[src/rtl/uc_pkg.sv]
// Shared definitions for the multichannel control unit: FSM state encoding,
// the watchdog-off value and a width helper.
package uc_pkg;

  typedef enum logic [2:0] {
    OCIOSO   = 3'd0,
    ZERA     = 3'd1,
    CONTA    = 3'd2,
    REGISTRA = 3'd3,
    PROXIMO  = 3'd4,
    FIM      = 3'd5
  } estado_t;

  localparam int TIMEOUT_DESLIGADO = 0;

  function automatic int largura_min1(input int valor);
    return (valor > 1) ? $clog2(valor) : 1;
  endfunction

endpackage

[src/rtl/temporizador_timeout.sv]
// Saturating up-counter used as the per-channel watchdog; expirou flags the
// last allowed cycle (count == LIMITE-1). LIMITE = 0 means never expires.
module temporizador_timeout #(
  parameter int W      = 8,
  parameter int LIMITE = 255
) (
  input  logic clock,
  input  logic reset,
  input  logic clear,
  input  logic enable,
  output logic expirou
);

  logic [W-1:0] contagem;

  always_ff @(posedge clock or posedge reset) begin
    if (reset)
      contagem <= '0;
    else if (clear)
      contagem <= '0;
    else if (enable && (contagem != {W{1'b1}}))
      contagem <= contagem + 1'b1;
  end

  generate
    if (LIMITE == 0) begin : g_desligado
      assign expirou = 1'b0;
    end else begin : g_ligado
      assign expirou = (contagem == W'(LIMITE - 1));
    end
  endgenerate

endmodule

[src/rtl/unidade_controle_multicanal.sv]
// Sweeps a shared counter datapath over NUM_CH channels (clear, count, register)
// with start/stop handshake, continuous mode, per-channel watchdog and done pulse.
module unidade_controle_multicanal
  import uc_pkg::*;
#(
  parameter int NUM_CH         = 4,
  parameter int CH_W           = (NUM_CH > 1) ? $clog2(NUM_CH) : 1,
  parameter int TIMEOUT_CICLOS = 255
) (
  input  logic              clock,
  input  logic              reset,
  input  logic              iniciar,
  input  logic              parar,
  input  logic              modo_continuo,
  input  logic              fim_contador,
  output logic              zera,
  output logic              conta,
  output logic              registra,
  output logic [NUM_CH-1:0] registra_en,
  output logic [CH_W-1:0]   canal,
  output logic              ocupado,
  output logic              pronto,
  output logic [NUM_CH-1:0] erro_timeout
);

  localparam int          TW     = largura_min1(TIMEOUT_CICLOS + 1);
  localparam logic [CH_W-1:0] ULTIMO = CH_W'(NUM_CH - 1);

  estado_t           estado, estado_prox;
  logic [CH_W-1:0]   canal_prox;
  logic [NUM_CH-1:0] erro_prox;
  logic              expirou;

  temporizador_timeout #(
    .W      (TW),
    .LIMITE (TIMEOUT_CICLOS)
  ) u_temporizador (
    .clock   (clock),
    .reset   (reset),
    .clear   (estado == ZERA),
    .enable  (estado == CONTA),
    .expirou (expirou)
  );

  always_ff @(posedge clock or posedge reset) begin
    if (reset) begin
      estado       <= OCIOSO;
      canal        <= '0;
      erro_timeout <= '0;
    end else begin
      estado       <= estado_prox;
      canal        <= canal_prox;
      erro_timeout <= erro_prox;
    end
  end

  always_comb begin
    estado_prox = estado;
    canal_prox  = canal;
    erro_prox   = erro_timeout;
    // Abort outranks count-complete and timeout; channel and flags are kept.
    if (parar && (estado != OCIOSO)) begin
      estado_prox = OCIOSO;
    end else begin
      case (estado)
        OCIOSO: begin
          if (iniciar) begin
            estado_prox = ZERA;
            canal_prox  = '0;
            erro_prox   = '0;
          end
        end
        ZERA:     estado_prox = CONTA;
        CONTA: begin
          if (fim_contador) begin
            estado_prox = REGISTRA;
          end else if (expirou) begin
            estado_prox      = PROXIMO;
            erro_prox[canal] = 1'b1;
          end
        end
        REGISTRA: estado_prox = PROXIMO;
        PROXIMO: begin
          if (canal == ULTIMO) begin
            estado_prox = FIM;
          end else begin
            estado_prox = ZERA;
            canal_prox  = canal + 1'b1;
          end
        end
        FIM: begin
          if (modo_continuo) begin
            estado_prox = ZERA;
            canal_prox  = '0;
          end else begin
            estado_prox = OCIOSO;
          end
        end
        default:  estado_prox = OCIOSO;
      endcase
    end
  end

  always_comb begin
    zera     = 1'b0;
    conta    = 1'b0;
    registra = 1'b0;
    pronto   = 1'b0;
    ocupado  = 1'b0;
    case (estado)
      ZERA:     begin zera = 1'b1;     ocupado = 1'b1; end
      CONTA:    begin conta = 1'b1;    ocupado = 1'b1; end
      REGISTRA: begin registra = 1'b1; ocupado = 1'b1; end
      PROXIMO:  ocupado = 1'b1;
      FIM:      begin pronto = 1'b1;   ocupado = 1'b1; end
      default:  ocupado = 1'b0;
    endcase
  end

  assign registra_en = registra ? (NUM_CH'(1) << canal) : '0;

endmodule
[config.mk]
export PLATFORM = sky130hd
export DESIGN_NAME = unidade_controle_multicanal
export DESIGN_NICKNAME = d
export VERILOG_FILES = /design/src/rtl/uc_pkg.sv /design/src/rtl/temporizador_timeout.sv /design/src/rtl/unidade_controle_multicanal.sv
export SDC_FILE = /design/constraint.sdc
export NUM_CORES = 1
export LEC_CHECK = 0
export CORE_UTILIZATION = 35
export DETAILED_ROUTE_END_ITERATION = 16
export SLEW_MARGIN = 5
export SYNTH_ARGS = -nofsm -noshare
export SYNTH_HDL_FRONTEND = slang
export SYNTH_SLANG_ARGS = --single-unit
export TNS_END_PERCENT = 50
[constraint.sdc]
create_clock -name clock -period 3.4 [get_ports clock]
set_input_delay 1.02 -clock clock [delete_from_list [all_inputs] [get_ports clock]]
set_output_delay 1.02 -clock clock [all_outputs]
set_load 0.005 [all_outputs]
Yosys cells after proc, flatten, opt, wreduce, memory -nomap -nowiden
Cells that the tools add are included.
{"block": "word_totals", "register_bits": 17, "out_inout_bits": 15, "word_cells": 63}
{"block": "op_classes", "add_sub_neg": 2, "n_lt_le_gt_ge": 2, "eq_ne": 15, "shift": 1, "mux": 25, "bitwise_logic": 2, "reduce_logical": 12}
{"cell": "one-hot mux 3 bit (6 select lines)", "count": 1}
{"cell": "two-way mux 4 bit", "count": 4}
{"cell": "two-way mux 8 bit", "count": 2}
{"cell": "two-way mux 3 bit", "count": 5}
{"cell": "!= test 2 bit (second input constant)", "count": 5}
{"cell": "AND reduction 5 bit", "count": 2}
{"cell": "adder 8 x 1 -> 8 bit (second input constant)", "count": 1}
{"cell": "== test 8 bit (second input constant)", "count": 1}
{"cell": "!= test 8 bit (second input constant)", "count": 1}
{"cell": "one-hot mux 4 bit (2 select lines)", "count": 1}
{"cell": "two-way mux 1 bit", "count": 7}
{"cell": "== test 3 x 2 -> 1 bit (second input constant)", "count": 2}
{"cell": "== test 3 bit (second input constant)", "count": 2}
{"cell": "two-way mux 2 bit", "count": 3}
{"cell": "one-hot mux 2 bit (3 select lines)", "count": 1}
{"cell": "nonzero test 3 bit", "count": 2}
{"cell": "OR reduction 5 bit", "count": 1}
{"cell": "!= test 4 bit (second input constant)", "count": 1}
{"cell": "OR 4 bit", "count": 1}
{"cell": "nonzero test 2 bit", "count": 2}
{"cell": "<< shifter 1 x 2 -> 4 bit (first input constant)", "count": 1}
{"cell": "== test 3 x 1 -> 1 bit (second input constant)", "count": 1}
{"cell": "logical AND 1 bit", "count": 3}
{"cell": "zero test 3 bit", "count": 1}
{"cell": "8 further kinds", "count": 8}

Longest topological paths before layout
Gate-level depths: netlist of the first run.
{"block": "depth", "ltp_word": 8, "depth_mapped": 6, "depth_no_buf": 5}

By module
A second synthesis of the first run with hierarchy kept.
{"block": "hier_totals", "cells_unflattened": 123, "area_unflattened_um2": 1133.6}
{"mod": "unidade_controle_multicanal", "n_inst": 1, "cells_per_inst": 68, "area_each_um2": 609.3, "seq_area_each_um2": 225.2}
{"mod": "temporizador_timeout", "n_inst": 1, "cells_per_inst": 55, "area_each_um2": 524.3, "seq_area_each_um2": 200.2}

Worst setup path before layout of the first run
No wires, ideal clock.
{"block": "synth_path", "path_type": "flip-flop to output port", "startpoint": "register estado[2]", "endpoint": "output zera", "arrival_ns": 1.191, "t_required_ns": 2.380, "path_slack_ns": 1.189, "stages_incl_launch_ff": 4, "path_buffers": 1, "cell_sequence": "dfrtp_1 > clkbuf_1 > or3b_2 > inv_1"}
{"block": "synth_between", "elab_chain_len": 2}
{"item": "start: declaration", "line_no": "unidade_controle_multicanal.sv:29", "rtl": "estado_t estado, estado_prox;"}
{"item": "start signal: assignment", "line_no": "unidade_controle_multicanal.sv:51", "rtl": "estado <= estado_prox;"}
{"item": "== test 3 x 1 -> 1 bit", "line_no": "unidade_controle_multicanal.sv:110", "rtl": "case (estado)"}
{"item": "two-way mux 1 bit", "line_no": "unidade_controle_multicanal.sv:110"}
{"item": "end: declaration", "line_no": "unidade_controle_multicanal.sv:16", "rtl": "output logic zera,"}
No other way between the ends.

Worst setup path after layout of the first run
{"block": "layout_path", "startpoint": "register estado[1]", "endpoint": "output conta"}
{"block": "layout_between", "elab_chain_len": 2}
{"item": "== test 3 x 2 -> 1 bit", "line_no": "unidade_controle_multicanal.sv:110"}
{"item": "two-way mux 1 bit", "line_no": "unidade_controle_multicanal.sv:110"}
{"item": "end: declaration", "line_no": "unidade_controle_multicanal.sv:17", "rtl": "output logic conta,"}
No other way between the ends.

==> results.md, run 1 <==
* Clock latency at the later pin of the worst-skew pair at 290 ps
* Min-Delay Path Class: reg2reg
* Via count at 900
* Max-cap violations at 0
* Routed Antenna Nets at 0
* CTS Root Cell: clkbuf_4
* Post-synth cell types at 39
* Die area at 3290 sq um
* Placed cell area at 1290 sq um
* RSZ-0062 raised after global routing: no
* First-pass GRT wire length at 3990 um
* Most frequent cells in the layout: 20 x clkdlybuf4s50_1, 17 x dfrtp_1, 8 x inv_1, 8 x and3_1
* Post-Syn Instances at 107
* Gr ovfl total at 0
* # DRC at 2
* Reg area at 425 sq um
* Cell area after synthesis at 1070 sq um
* Hold Path Sink: erro_timeout[2]$_DFFE_PP0P_
* Initial Util at 37.9%
* Post-synth EDFFs at 0
* Top_reg_cell synth: dfrtp_1
* Reg-to-reg endpoint: u_temporizador.contagem[0]$_DFFE_PP0P_
* Hold Path Stages at 1
* Vias in the first global route at 837
* # fillers at 280
* Synth Register Bits at 17
* Final hold vios at 0
* Total track usage at 15.8%
* Hold Path Origin: erro_timeout[2]$_DFFE_PP0P_
* Critical Path AT at 2120 ps
* Depth of the worst register-to-register path at 4
* Routed length per instance at 15.1 um
* Std cell rows at 19
* CTS clk-pin slew, worst paths at 110 ps
* Setup TNS Final at 0 ps
* CP Launch Type: flop
* Final setup fails at 0
* Violated checks: design-rule violations
* Iter 0 DRT Violations at 41
* Drt pass-1 iters at 10
* Number of diodes at 0
* Hold Slack at 517 ps
* Clock sinks at 17
* Peak VDD IR at 279 uV
* Syn. warnings at 0
* Max_slew headroom at 54.9%
* Fin. max-slew vios at 0
* Synth async-reset ratio at 100%
* Share of cells above drive strength 1 at 7.09%
* Least-Margin Pin Slew at 676 ps
* Post-CTS setup buffers at 0
* Area grow syn2layout at 22.7%
* Final min period at 3140 ps
* Power Dens Cells at 479 nW/um^2
* Routed WL at 2380 um
* CTS Hold Bufs at 0
* Largest net degree at the start of global routing at 18
* Vias per cell at 5.70
* Max Freq at 0.318 GHz
* Net count reported at finish at 140
* CP max FO at 15
* Die width at 57.4 um
* Top Ports at 21
* Post-CTS sizing at 0
* Critical path required time at 2380 ps
* Final Power at 0.632 mW
* Crit path capture type: output pin
* Clk buf depth at 2
* Die Y at 57.4 um
* Post-DP HPWL at 1780 um
* FF-to-FF Start: estado[1]$_DFFE_PP0P_
* Initial antenna violation count at 0
* Final Skew at 5.48 ps
* Area of the multi-input gates at 588 sq um
* Seq/Total Area, Yosys at 39.6%
* Syn Area/Cell at 10.0 sq um
* Commonest non-fill, non-tap cell in the layout: clkdlybuf4s50_1
* WS Path Type: reg2out
* Worst R2R Setup Slack at 1590 ps
* Final instance area at 1320 sq um
* Status: finished, violations left
* CORE AREA at 2830 sq um
* Period Utilization, post-route at 92.4%
* TritonCTS clock tree: done
* Depth of the CTS H-tree at 1
* CTS buffer count at 3
* PortBufs at 20
* Syn_nets at 119
* RD Place Congestion at 0.841
* Leak at 0.617 nW
==> critical path, cell delays in order (launching register included) <==
cell and delay, ps:
dfrtp_1 560, or3b_1 450, inv_1 260, clkdlybuf4s50_1 560
==> cells in the mapped netlist, drive strengths merged (2+ instances only) <==
master | n | share of area, %
dfrtp | 17 | 40
and3 | 8 | 4.7
inv | 8 | 2.8
ha | 6 | 7.0
mux2i | 6 | 5.6
nand2 | 6 | 2.1
a22o | 5 | 4.1
nor3 | 5 | 2.3
a21oi | 4 | 1.9
clkbuf | 3 | 1.0
nor2b | 3 | 1.7
nor3b | 3 | 2.1
or3b | 3 | 2.4
a2bb2oi | 2 | 1.6
and3b | 2 | 1.6
and4 | 2 | 1.6
buf | 2 | 1.7
nand4b | 2 | 1.6
o21ai | 2 | 0.93
==> stage by stage <==
stage / setup slack [ps] / utilization, % / instances
after floorplan: 1190 / - / 107
after global placement: 652 / 45.6 / 154
after detailed placement: 590 / 45.6 / 154
after CTS: 256 / 46.6 / 158
after global routing: 158 / 46.6 / 158
final: 258 / 46.6 / 158
==> power breakdown <==
group	internal [mW]	switching (mW)
combinational	0.131	0.131
sequential	0.224	0.0349
clock	0.0438	0.0666
==> routing by layer <==
metal | wire (um) | global-route usage [%]
met5 | 0 | 0
met4 | 29 | 5.23
met3 | 72 | 2.72
met2 | 1070 | 23.9
met1 | 1210 | 22.7
==> flip-flops by register name, indices dropped and copies added (netlist names) <==
signal,cells
canal,2
erro_timeout,4
estado,3
u_temporizador.contagem,8
==> how the worst max path moves through the flow <==
| stage | startpoint | to | slack [ps] |
|---|---|---|---|
| 2_1_floorplan | estado[2]$_DFFE_PP0P_ | zera | 1190 |
| 3_3_place_gp | estado[1]$_DFFE_PP0P_ | conta | 650 |
| 3_5_place_dp | estado[1]$_DFFE_PP0P_ | conta | 590 |
| 4_1_cts | estado[1]$_DFFE_PP0P_ | conta | 260 |
| 5_1_grt | estado[1]$_DFFE_PP0P_ | conta | 160 |
| 6_report | estado[1]$_DFFE_PP0P_ | conta | 260 |
==> kinds of logic (layout without fill, tap and decap cells) <==
logic type / count (synthesis) / in the layout / share of synthesized area, %
buffers and inverters: 13 / 33 / 5.59
flip-flops: 17 / 17 / 39.6
adder cells (fa/ha/maj): 6 / 6 / 6.99
AO/OA/AOI/OAI: 23 / 23 / 16.3
AND/OR/NAND/NOR: 42 / 42 / 25.9
multiplexers: 6 / 6 / 5.59
==> layout make-up <==
cell class	instances	share of cell area (%)
Multi-Input combinational cell	77	44.6
Clock inverter	1	0.380
Tap cell	31	2.94
Inverter	8	2.28
Sequential cell	17	32.3
Timing Repair Buffer	21	15.8
Clock buffer	3	1.71
Power figures use the tool's default switching activity.
==> inputs of run 2 (changes only) <==
==> constraint.sdc (replaced) <==
create_clock -name clock -period 3.97 [get_ports clock]
set_input_delay 1.191 -clock clock [delete_from_list [all_inputs] [get_ports clock]]
set_output_delay 1.191 -clock clock [all_outputs]
set_load 0.005 [all_outputs]
==> run 2 against run 1 <==
  * The flow still finishes with violations (design-rule violations)
  * Count of clock-buffer cells in the layout unchanged
  * Sequential share of layout area is 0.18 points higher
  * Design area shrank 0.57%
  * Largest cell class unchanged
  * First-iteration DRC count stayed put
  * Register-to-register slack better by 570 ps
  * Cell count down 0.63%
  * Die area is the same
  * Global-route usage fell by 0.84 points
  * Total power fell by 15%
  * Sequential cell count unchanged
  * Critical endpoint is now zera
  * Non-clock buffer count decreased by 1
  * Clock skew grew 4.2 ps
==> results.md, run 2 (synthesis gave the netlist of run 1 again) <==
* Status: finished, violations left
* Violated checks: design-rule violations
* P_int at 0.336 mW
* Post-CTS setup buffers at 0
* Commonest non-fill, non-tap cell in the layout: clkdlybuf4s50_1
* Largest registers: u_temporizador.contagem: 8 flops, erro_timeout: 4 flops, estado: 3 flops
* Combinational fraction of design power at 37.5%
* Top Ports at 21
* Max Freq at 0.297 GHz
* Gr ovfl total at 0
* Crit path largest cell delay at 660 ps
* Hold Slack at 519 ps
* Switch Pwr at 0.198 mW
* Critical path required time at 2780 ps
* Critical Path AT at 2170 ps
* WS Path Type: reg2out
* Reg with most FFs: u_temporizador.contagem
* FF-to-FF Start: estado[0]$_DFFE_PP0P_
* Setup TNS Final at 0 ps
* CP top delay family: buffers and inverters
* Initial Util at 37.9%
* Routed Antenna Nets at 0
* RD Place Congestion at 0.857
* Switching Share at 37.1%
* Max_slew headroom at 55.4%
* Total track usage at 14.9%
* CTS clk-pin slew, worst paths at 110 ps
* Peak VDD IR at 160 uV
* Worst R2R Setup Slack at 2160 ps
* Worst Setup EP: zera
* Depth of the CTS H-tree at 1
* Leak at 0.612 nW
* Power Dens Cells at 408 nW/um^2
* Number of diodes at 0
* Final min period at 3360 ps
* Max-cap violations at 0
* Max reg flops at 8
* CP Launch Type: flop
* CTS Hold Bufs at 0
* Post-DP HPWL at 1690 um
* Clock network fraction of design power at 17.4%
* Die Y at 57.4 um
* Final hold vios at 0
* Sequential share of power at 45.1%
* CORE AREA at 2830 sq um
* TritonCTS clock tree: done
* Post-CTS sizing at 0
* WP buf/inv at 2
* Die width at 57.4 um
* Clk buf depth at 2
* CP max FO at 19
* Vias per cell at 5.58
* Depth of the worst register-to-register path at 4
* Least-Margin Pin Slew at 668 ps
* Reg-to-reg endpoint: u_temporizador.contagem[0]$_DFFE_PP0P_
* Net count reported at finish at 139
* Routed WL at 2290 um
* Area grow syn2layout at 22.0%
* Via count at 876
* Clock sinks at 17
* Fin. max-slew vios at 0
* Most frequent cells in the layout: 20 x clkdlybuf4s50_1, 17 x dfrtp_1, 8 x inv_1, 8 x and3_1
* Period Utilization, post-route at 84.7%
* Largest net degree at the start of global routing at 20
* Crit path capture type: output pin
* Routed length per instance at 14.6 um
* CTS buffer count at 3
* Critical path depth at 3
* Final Skew at 9.64 ps
* Drt pass-1 iters at 10
* # DRC at 2
* PortBufs at 20
* Final setup fails at 0
* Std cell rows at 19
* CTS Root Cell: clkbuf_4
* RSZ-0062 raised after global routing: no
* Initial antenna violation count at 0
* Worst Setup SP: estado[0]$_DFFE_PP0P_
* First-pass GRT wire length at 3770 um
* Clock latency at the later pin of the worst-skew pair at 290 ps
* # fillers at 271
* Share of cells above drive strength 1 at 6.35%
* Die area at 3290 sq um
* Iter 0 DRT Violations at 41
* Crit-path cells: or3b_2, inv_1, clkdlybuf4s50_1
* Vias in the first global route at 794
* Min-Delay Path Class: reg2reg
* Slowest library cell on the worst path: dfrtp_1
run 2: cell count changes in the layout (fill, tap and decap cells not counted), sizes merged:
cell and change:
buf -1
run 2: routing by layer:
metal	global-route usage [%]	routed length, um	vias to the layer above
li1	-	-	436
met1	21.0	1140	428
met2	22.8	1060	10
met3	2.95	67	2
met4	5.23	19	0
met5	0	0	-
run 2: final cells by class:
| class | count | area (sq um) | area share [%] |
|---|---|---|---|
| tap | 31 | 38.8 | 2.96 |
| clock buffer | 3 | 22.5 | 1.72 |
| sequential | 17 | 425 | 32.5 |
| timing repair buffer | 20 | 200 | 15.3 |
| clock inverter | 1 | 5.00 | 0.382 |
| inverter | 8 | 30.0 | 2.29 |
| multi-input combinational | 77 | 588 | 44.9 |
run 2: through the flow:
step	worst slack [ps]	util [%]	instances	power (mW)	area, sq um
global route	482	46.3	157	0.577	1310
finish	607	46.3	157	0.534	1310
floorplan	1590	-	107	0.380	1070
detailed placement	928	45.3	153	0.444	1280
global placement	978	45.3	153	0.435	1280
CTS	600	46.3	157	0.538	1310
run 2: how the worst min path moves through the flow:
stage / from / endpoint / slack (ps) / cells after the start
final: erro_timeout[0]$_DFFE_PP0P_ / erro_timeout[0]$_DFFE_PP0P_ / 520 / 1
after global routing: erro_timeout[3]$_DFFE_PP0P_ / erro_timeout[3]$_DFFE_PP0P_ / 540 / 1
after CTS: erro_timeout[3]$_DFFE_PP0P_ / erro_timeout[3]$_DFFE_PP0P_ / 520 / 1
after detailed placement: erro_timeout[3]$_DFFE_PP0P_ / erro_timeout[3]$_DFFE_PP0P_ / 490 / 1
after global placement: erro_timeout[0]$_DFFE_PP0P_ / erro_timeout[0]$_DFFE_PP0P_ / 490 / 1
after floorplan: u_temporizador.contagem[7]$_DFFE_PP0P_ / u_temporizador.contagem[7]$_DFFE_PP0P_ / 470 / 1
run 2: power groups by stage:
stage                     registers [mW]  logic (mW)  clock network [mW]
after floorplan                    0.211       0.169                   0
after global routing               0.246       0.226               0.105
after detailed placement           0.243       0.201                   0
after CTS                          0.239       0.203              0.0957
final                              0.241       0.200              0.0927
after global placement             0.238       0.197                   0
